==> src/rtl/multicycle_control_fsm.sv <==
// multicycle_control_fsm
//
// Sequencing controller for a multi-cycle RISC-V core. It steps a shared
// single-ALU / single-memory datapath through the IF, ID, EX, MEM and WB
// phases. It decodes the opcode held in the IR, waits on the variable-latency
// memory handshake, and halts the core on a terminating ECALL.
//
// Ports
//   clk           in   clock; all state changes happen on the rising edge
//   reset         in   synchronous, active-high
//   part_of_inst  in   [6:0] opcode field of the IR
//   bcond         in   branch condition from the ALU (valid in EX)
//   halt_req      in   ECALL-terminates flag (sampled in ID)
//   mem_ready     in   memory completion (looked at only in IF and MEM)
//   pc_write      out  PC load enable
//   i_or_d        out  memory address select: 0 = PC, 1 = ALUOut
//   mem_read      out  memory read request
//   mem_write     out  memory write request
//   ir_write      out  IR load enable
//   mdr_write     out  MDR load enable
//   mem_to_reg    out  write-back select: 1 = MDR, 0 = ALUOut
//   reg_write     out  register-file write enable
//   alu_src_a     out  0 = PC, 1 = register A
//   alu_src_b     out  [1:0] 00 = B, 01 = constant 4, 10 = immediate
//   alu_op        out  [1:0] 00 = add, 01 = branch compare, 10 = funct
//   is_halted     out  core halted
//   inst_retired  out  one-cycle pulse when an instruction completes
//   state         out  [2:0] current state encoding (debug)
module multicycle_control_fsm (
  input  logic       clk,
  input  logic       reset,
  input  logic [6:0] part_of_inst,
  input  logic       bcond,
  input  logic       halt_req,
  input  logic       mem_ready,
  output logic       pc_write,
  output logic       i_or_d,
  output logic       mem_read,
  output logic       mem_write,
  output logic       ir_write,
  output logic       mdr_write,
  output logic       mem_to_reg,
  output logic       reg_write,
  output logic       alu_src_a,
  output logic [1:0] alu_src_b,
  output logic [1:0] alu_op,
  output logic       is_halted,
  output logic       inst_retired,
  output logic [2:0] state
);

  localparam logic [6:0] OP_LOAD           = 7'b0000011;
  localparam logic [6:0] OP_STORE          = 7'b0100011;
  localparam logic [6:0] OP_ARITHMETIC     = 7'b0110011;
  localparam logic [6:0] OP_ARITHMETIC_IMM = 7'b0010011;
  localparam logic [6:0] OP_BRANCH         = 7'b1100011;
  localparam logic [6:0] OP_ECALL          = 7'b1110011;

  typedef enum logic [2:0] {
    S_IF       = 3'd0,
    S_ID       = 3'd1,
    S_EX       = 3'd2,
    S_MEM      = 3'd3,
    S_WB       = 3'd4,
    S_PC_UPD   = 3'd5,
    S_BR_TAKEN = 3'd6,
    S_HALT     = 3'd7
  } state_e;

  state_e state_q, state_d;

  always_ff @(posedge clk) begin
    if (reset) state_q <= S_IF;
    else       state_q <= state_d;
  end

  always_comb begin
    state_d      = state_q;
    pc_write     = 1'b0;
    i_or_d       = 1'b0;
    mem_read     = 1'b0;
    mem_write    = 1'b0;
    ir_write     = 1'b0;
    mdr_write    = 1'b0;
    mem_to_reg   = 1'b0;
    reg_write    = 1'b0;
    alu_src_a    = 1'b0;
    alu_src_b    = 2'b00;
    alu_op       = 2'b00;
    is_halted    = 1'b0;
    inst_retired = 1'b0;

    case (state_q)
      S_IF: begin
        mem_read = 1'b1;
        ir_write = mem_ready;
        if (mem_ready) state_d = S_ID;
      end
      S_ID: begin
        case (part_of_inst)
          OP_ECALL:          state_d = halt_req ? S_HALT : S_PC_UPD;
          OP_LOAD, OP_STORE, OP_ARITHMETIC,
          OP_ARITHMETIC_IMM, OP_BRANCH:
                             state_d = S_EX;
          default:           state_d = S_PC_UPD;  // unknown opcode retires as a NOP
        endcase
      end
      S_EX: begin
        alu_src_a = 1'b1;
        case (part_of_inst)
          OP_ARITHMETIC: begin
            alu_op  = 2'b10;
            state_d = S_WB;
          end
          OP_ARITHMETIC_IMM: begin
            alu_src_b = 2'b10;
            alu_op    = 2'b10;
            state_d   = S_WB;
          end
          OP_LOAD, OP_STORE: begin
            alu_src_b = 2'b10;
            state_d   = S_MEM;
          end
          OP_BRANCH: begin
            alu_op  = 2'b01;
            state_d = bcond ? S_BR_TAKEN : S_PC_UPD;
          end
          default: state_d = S_PC_UPD;  // unreachable: ID only sends the above here
        endcase
      end
      S_MEM: begin
        // Address and request stay constant until the memory answers.
        i_or_d = 1'b1;
        if (part_of_inst == OP_LOAD) begin
          mem_read  = 1'b1;
          mdr_write = mem_ready;
          if (mem_ready) state_d = S_WB;
        end else begin
          mem_write = 1'b1;
          if (mem_ready) state_d = S_PC_UPD;
        end
      end
      S_WB: begin
        // The register write and the PC+4 update share this cycle.
        reg_write    = 1'b1;
        mem_to_reg   = (part_of_inst == OP_LOAD);
        alu_src_b    = 2'b01;
        pc_write     = 1'b1;
        inst_retired = 1'b1;
        state_d      = S_IF;
      end
      S_PC_UPD: begin
        alu_src_b    = 2'b01;
        pc_write     = 1'b1;
        inst_retired = 1'b1;
        state_d      = S_IF;
      end
      S_BR_TAKEN: begin
        alu_src_b    = 2'b10;
        pc_write     = 1'b1;
        inst_retired = 1'b1;
        state_d      = S_IF;
      end
      S_HALT: begin
        is_halted = 1'b1;
      end
    endcase

    state = state_q;

    // Reset masks the outputs in the same cycle, so an access that is
    // in flight is dropped immediately and not one edge later.
    if (reset) begin
      pc_write     = 1'b0;
      i_or_d       = 1'b0;
      mem_read     = 1'b0;
      mem_write    = 1'b0;
      ir_write     = 1'b0;
      mdr_write    = 1'b0;
      mem_to_reg   = 1'b0;
      reg_write    = 1'b0;
      alu_src_a    = 1'b0;
      alu_src_b    = 2'b00;
      alu_op       = 2'b00;
      is_halted    = 1'b0;
      inst_retired = 1'b0;
      state        = 3'd0;
    end
  end

endmodule

==> config.mk <==
export PLATFORM = sky130hd
export DESIGN_NAME = multicycle_control_fsm
export DESIGN_NICKNAME = d
export VERILOG_FILES = /design/src/rtl/multicycle_control_fsm.sv
export SDC_FILE = /design/constraint.sdc
export NUM_CORES = 1
export LEC_CHECK = 0
export BUFFER_PORTS_ARGS = -buffer_cell sky130_fd_sc_hd__clkbuf_2
export CAP_MARGIN = 20
export CORE_MARGIN = 4
export CORE_UTILIZATION = 37
export DETAILED_ROUTE_END_ITERATION = 16
export HOLD_SLACK_MARGIN = 0.12
export MAX_ROUTING_LAYER = met4
export PLACE_DENSITY = 0.81
export SETUP_SLACK_MARGIN = 0.2
export SYNTH_ARGS = -nofsm -noshare
export SYNTH_HDL_FRONTEND = slang
export SYNTH_SLANG_ARGS = --single-unit
==> constraint.sdc <==
create_clock -name clk -period 1.35 [get_ports clk]
set_clock_uncertainty 0.2 [all_clocks]
set_input_delay 0.0675 -clock clk [delete_from_list [all_inputs] [get_ports clk]]
set_output_delay 0.0675 -clock clk [all_outputs]
set_load 0.02 [all_outputs]
==> results_dict.tcl, run 1 <==
set metrics [dict create \
    htree_num_levels 1 \
    error "[ERROR DPL-0038] Utilization greater than 100%, impossible to legalize" \
    postSynthRegisterBits 3 \
    number_of_hold_repair_buffers_added_at_the_cts_stage 1 \
    synth.cells.most_frequent "10 x sky130_fd_sc_hd__nor2_1, 8 x sky130_fd_sc_hd__a21oi_1, 7 x sky130_fd_sc_hd__inv_1, 6 x sky130_fd_sc_hd__nor3_1, 5 x sky130_fd_sc_hd__nand2_1" \
    number_of_buffers_inserted_during_clock_tree_synthesis 3 \
    syn_area_um2 488 \
    number_of_nets_in_the_synthesized_netlist 87 \
    post_cts_setup_inserts 6 \
    synth_top_flop_cell "sky130_fd_sc_hd__dfxtp_1" \
    postSynthAreaPerCell_um2 6.51 \
    initial_core_util 0.417 \
    place.gp.congestion 0.876 \
    post_synth_inst_count 75 \
    run_status "did not finish" \
    synth_async_sr_flop_share 0 \
    num_rows 12 \
    cts_resized 57 \
    die-width_um 44.3 \
    synth-edff-count 0 \
    post-synth-top-area-fraction 0.123 \
    synth_most_common_cell "sky130_fd_sc_hd__nor2_1" \
    detailed_place_hpwl_mm 1.54 \
    netlist-cell-type-count 31 \
    yosysSeqAreaShare 0.123 \
    stop_stage "4_1_cts" \
    yosysTopAreaCell "sky130_fd_sc_hd__dfxtp_1" \
    floorplan.die.height_um 44.3 \
    netlist_top_cells_area "sky130_fd_sc_hd__dfxtp_1 12%, sky130_fd_sc_hd__a21oi_1 8.2%, sky130_fd_sc_hd__nor2_1 7.7%" \
    detailedPlace.worstSlack_ps -218 \
    cts.sinks 3 \
    port_buffers 29 \
    root_buffer "sky130_fd_sc_hd__clkbuf_4" \
    yosys_warnings 0 \
    floorplan.io_pins 30 \
    clock_path_buffers 2 \
]
## kinds of logic after synthesis
kind of cell,synth area share
buffers and inverters,0.133
flip-flops,0.123
AND/OR/NAND/NOR,0.467
AO/OA/AOI/OAI,0.277
## through the flow
step / utilization / hold WS (ps) / TNS, ps / cell area [µm²] / cells
after floorplan: - / 84.5 / -530 / 601 / 75
after global placement: 0.781 / 267 / -688 / 915 / 138
after detailed placement: 0.781 / 276 / -1100 / 915 / 138
==> run 2, diff against run 1 <==
CORE_AREA = 4 4 65 67   (was not set)
CORE_MARGIN = not set   (was 4)
CORE_UTILIZATION = not set   (was 37)
DIE_AREA = 0 0 69 71   (was not set)
HOLD_SLACK_MARGIN = not set   (was 0.12)
MAX_ROUTING_LAYER = not set   (was met4)
PLACE_DENSITY = not set   (was 0.81)
PLACE_DENSITY_LB_ADDON = 0.15   (was not set)
SETUP_SLACK_MARGIN = not set   (was 0.2)
clock period = 1.8 ns   (was 1.35 ns; I/O delays follow)
==> results_dict.tcl, run 2 <==
set metrics [dict create \
    run_status "finished, final reports clean" \
    power_density_nw_per_um2 618 \
    total_gr_overflow 0 \
    fp.dieArea_um2 4900 \
    syn_area_um2 488 \
    synth_most_common_cell "sky130_fd_sc_hd__nor2_1" \
    dp.cells 151 \
    track_usage 0.0729 \
    critPathRequiredTime_ps 1510 \
    cp-start-kind "register" \
    num_rows 22 \
    flip_flop_count_of_the_largest_register_after_layout 3 \
    drt_drc 0 \
    post-route-period-util 0.943 \
    timing.slew.headroom 0.775 \
    synth.cells.most_frequent "10 x sky130_fd_sc_hd__nor2_1, 8 x sky130_fd_sc_hd__a21oi_1, 7 x sky130_fd_sc_hd__inv_1, 6 x sky130_fd_sc_hd__nor3_1, 5 x sky130_fd_sc_hd__nand2_1" \
    grt_antenna_before_repair 0 \
    cpMaxStageDelayCell "sky130_fd_sc_hd__nor4b_4" \
    cp_max_fo 8 \
    cts_resized 0 \
    number_of_nets_in_the_synthesized_netlist 87 \
    grt_first_pass_wirelength_mm 2.88 \
    postRouteWirelength_mm 1.79 \
    clock_path_buffers 2 \
    period_needed_ps 1700 \
    place.gp.congestion 0.739 \
    postSynthRegisterBits 3 \
    synth_top_flop_cell "sky130_fd_sc_hd__dfxtp_1" \
    netlist-cell-type-count 31 \
    die-width_um 69 \
    timing_worst_slew_pin_value_ps 337 \
    cts.sinks 3 \
    netlist_top_cells_area "sky130_fd_sc_hd__dfxtp_1 12%, sky130_fd_sc_hd__a21oi_1 8.2%, sky130_fd_sc_hd__nor2_1 7.7%" \
    port_buffers 29 \
    drv.max_cap_violation_count 0 \
    finalInstanceArea_um2 752 \
    grt_start_max_net_pins 12 \
    post-synth-top-area-fraction 0.123 \
    max_stage_delay_ps 390 \
    proportion_of_layout_cells_with_a_drive_suffix_above_1 0.421 \
    tritoncts_clock_tree "yes" \
    via_count 640 \
    synth_async_sr_flop_share 0 \
    clk_latency_ps 220 \
    number_of_buffers_inserted_during_clock_tree_synthesis 3 \
    placedInstanceArea_um2 704 \
    final_net_count 120 \
    timing_limited_maximum_frequency_ghz 0.589 \
    finalHoldViolations 0 \
    num_antenna_cells 0 \
    syn2layout_area_growth_pct 54.1 \
    yosys_warnings 0 \
    htree_num_levels 1 \
    final.setup.tns_ps 0 \
    synthXorXnorAreaFrac 0 \
    dr.pass1.iters 4 \
    routedWlPerCell_um 11.5 \
    number_of_hold_repair_buffers_added_at_the_cts_stage 0 \
    multi_input_area_um2 368 \
    postSynthAreaPerCell_um2 6.51 \
    clock_transition_at_the_registers_of_the_reported_paths_ps 30 \
    final_cell_mix "29 x sky130_fd_sc_hd__clkbuf_2, 10 x sky130_fd_sc_hd__nor2_1, 8 x sky130_fd_sc_hd__a21oi_1, 7 x sky130_fd_sc_hd__inv_1, 6 x sky130_fd_sc_hd__buf_4" \
    instances_no_fill 155 \
    post_synth_inst_count 75 \
    n_fill_cell 429 \
    route.antenna.remaining_nets 0 \
    vias_per_cell 4.13 \
    synth-edff-count 0 \
    layout.area.seq_um2 62.6 \
    detailed_place_hpwl_mm 1.45 \
    main_combinational_cell_family_by_area_after_synthesis "simple AND/OR/NAND/NOR gates" \
    end_kind "output port" \
    hold_path_class "input port to register" \
    synth.mux.area_fraction 0 \
    initialDrtViolationCount 45 \
    synth_area_in_compound_gates 0.277 \
    synth_simple_gate_area_frac 0.467 \
    vdd_drop_max_mv 0.190 \
    p_leak_uw 0.000357 \
    floorplan.die.height_um 71 \
    post_synth_adder_cell_area 0 \
    root_buffer "sky130_fd_sc_hd__clkbuf_8" \
    slew_viol_final 0 \
    yosysSeqAreaShare 0.123 \
    initial_core_util 0.134 \
    criticalPathCategory "register to output port" \
    core_area_um2 3630 \
    floorplan.io_pins 30 \
    critical_path.cell_chain "nor4b_4, and4_1, clkbuf_2" \
    setup_viol 0 \
    grt_pass1_vias 587 \
    postLayoutCoreUtil 0.207 \
    rsz0062_at_grt "false" \
    largest_registers "state_q x3" \
    layout.cells.most_common "sky130_fd_sc_hd__clkbuf_2" \
    critPathArrivalTime_ps 1410 \
    yosysTopAreaCell "sky130_fd_sc_hd__dfxtp_1" \
    post_cts_setup_inserts 0 \
    top_register "state_q" \
]
==> run 2: worst paths after layout <==
path                           startpoint                      end  slack, ps  cells after the start
setup reg to reg  state_q[1]$_SDFFE_PP0P_  state_q[1]$_SDFFE_PP0P_        300                      5
hold / removal                      reset  state_q[1]$_SDFFE_PP0P_         10                      2
hold reg to reg   state_q[1]$_SDFFE_PP0P_  state_q[0]$_SDFFE_PP0P_        570                      4
setup / recovery  state_q[0]$_SDFFE_PP0P_                alu_op[0]        100                      3
==> run 2: metrics by stage <==
stage | total power, µW | hold WS, ps | worst slack (ps)
CTS | 474 | 25.0 | 14.1
finish | 465 | 14.4 | 103
floorplan | 208 | 104 | 175
detailed placement | 269 | 253 | 120
global placement | 270 | 254 | 124
global route | 500 | 39.7 | 15.5
==> run 2: power breakdown <==
group	switching (µW)	internal, µW
combinational	98.1	68.9
clock	45.9	151
sequential	23.1	77.6
total	167	298
==> run 2: cells by family after synthesis <==
logic type	Yosys count
AO/OA/AOI/OAI	20
AND/OR/NAND/NOR	38
flip-flops	3
buffers and inverters	14
==> run 2: final cells by class <==
cell class                 instances  share of cell area
multi-input combinational         58               0.489
timing repair buffer              35               0.253
sequential                         3              0.0832
tap                               48              0.0799
clock buffer                       4              0.0599
inverter                           7              0.0349
==> run 2: worst max-delay path, delay by kind of cell (launching register included) <==
kind / cells / cell delay (ps)
buffers and inverters: 1 / 170
DFF: 1 / 370
and+or+nand+nor: 2 / 650
==> run 2: layer usage <==
layer | wire length (µm) | share of wire | GRT usage | vias to the layer above
li1 | - | - | - | 328
met5 | 0 | 0 | 0 | -
met4 | 29 | 0.016 | 0.0521 | 0
met3 | 89 | 0.050 | 0.0128 | 2
met2 | 829 | 0.46 | 0.114 | 24
met1 | 843 | 0.47 | 0.0898 | 286
(Power assumes the default switching activity.)
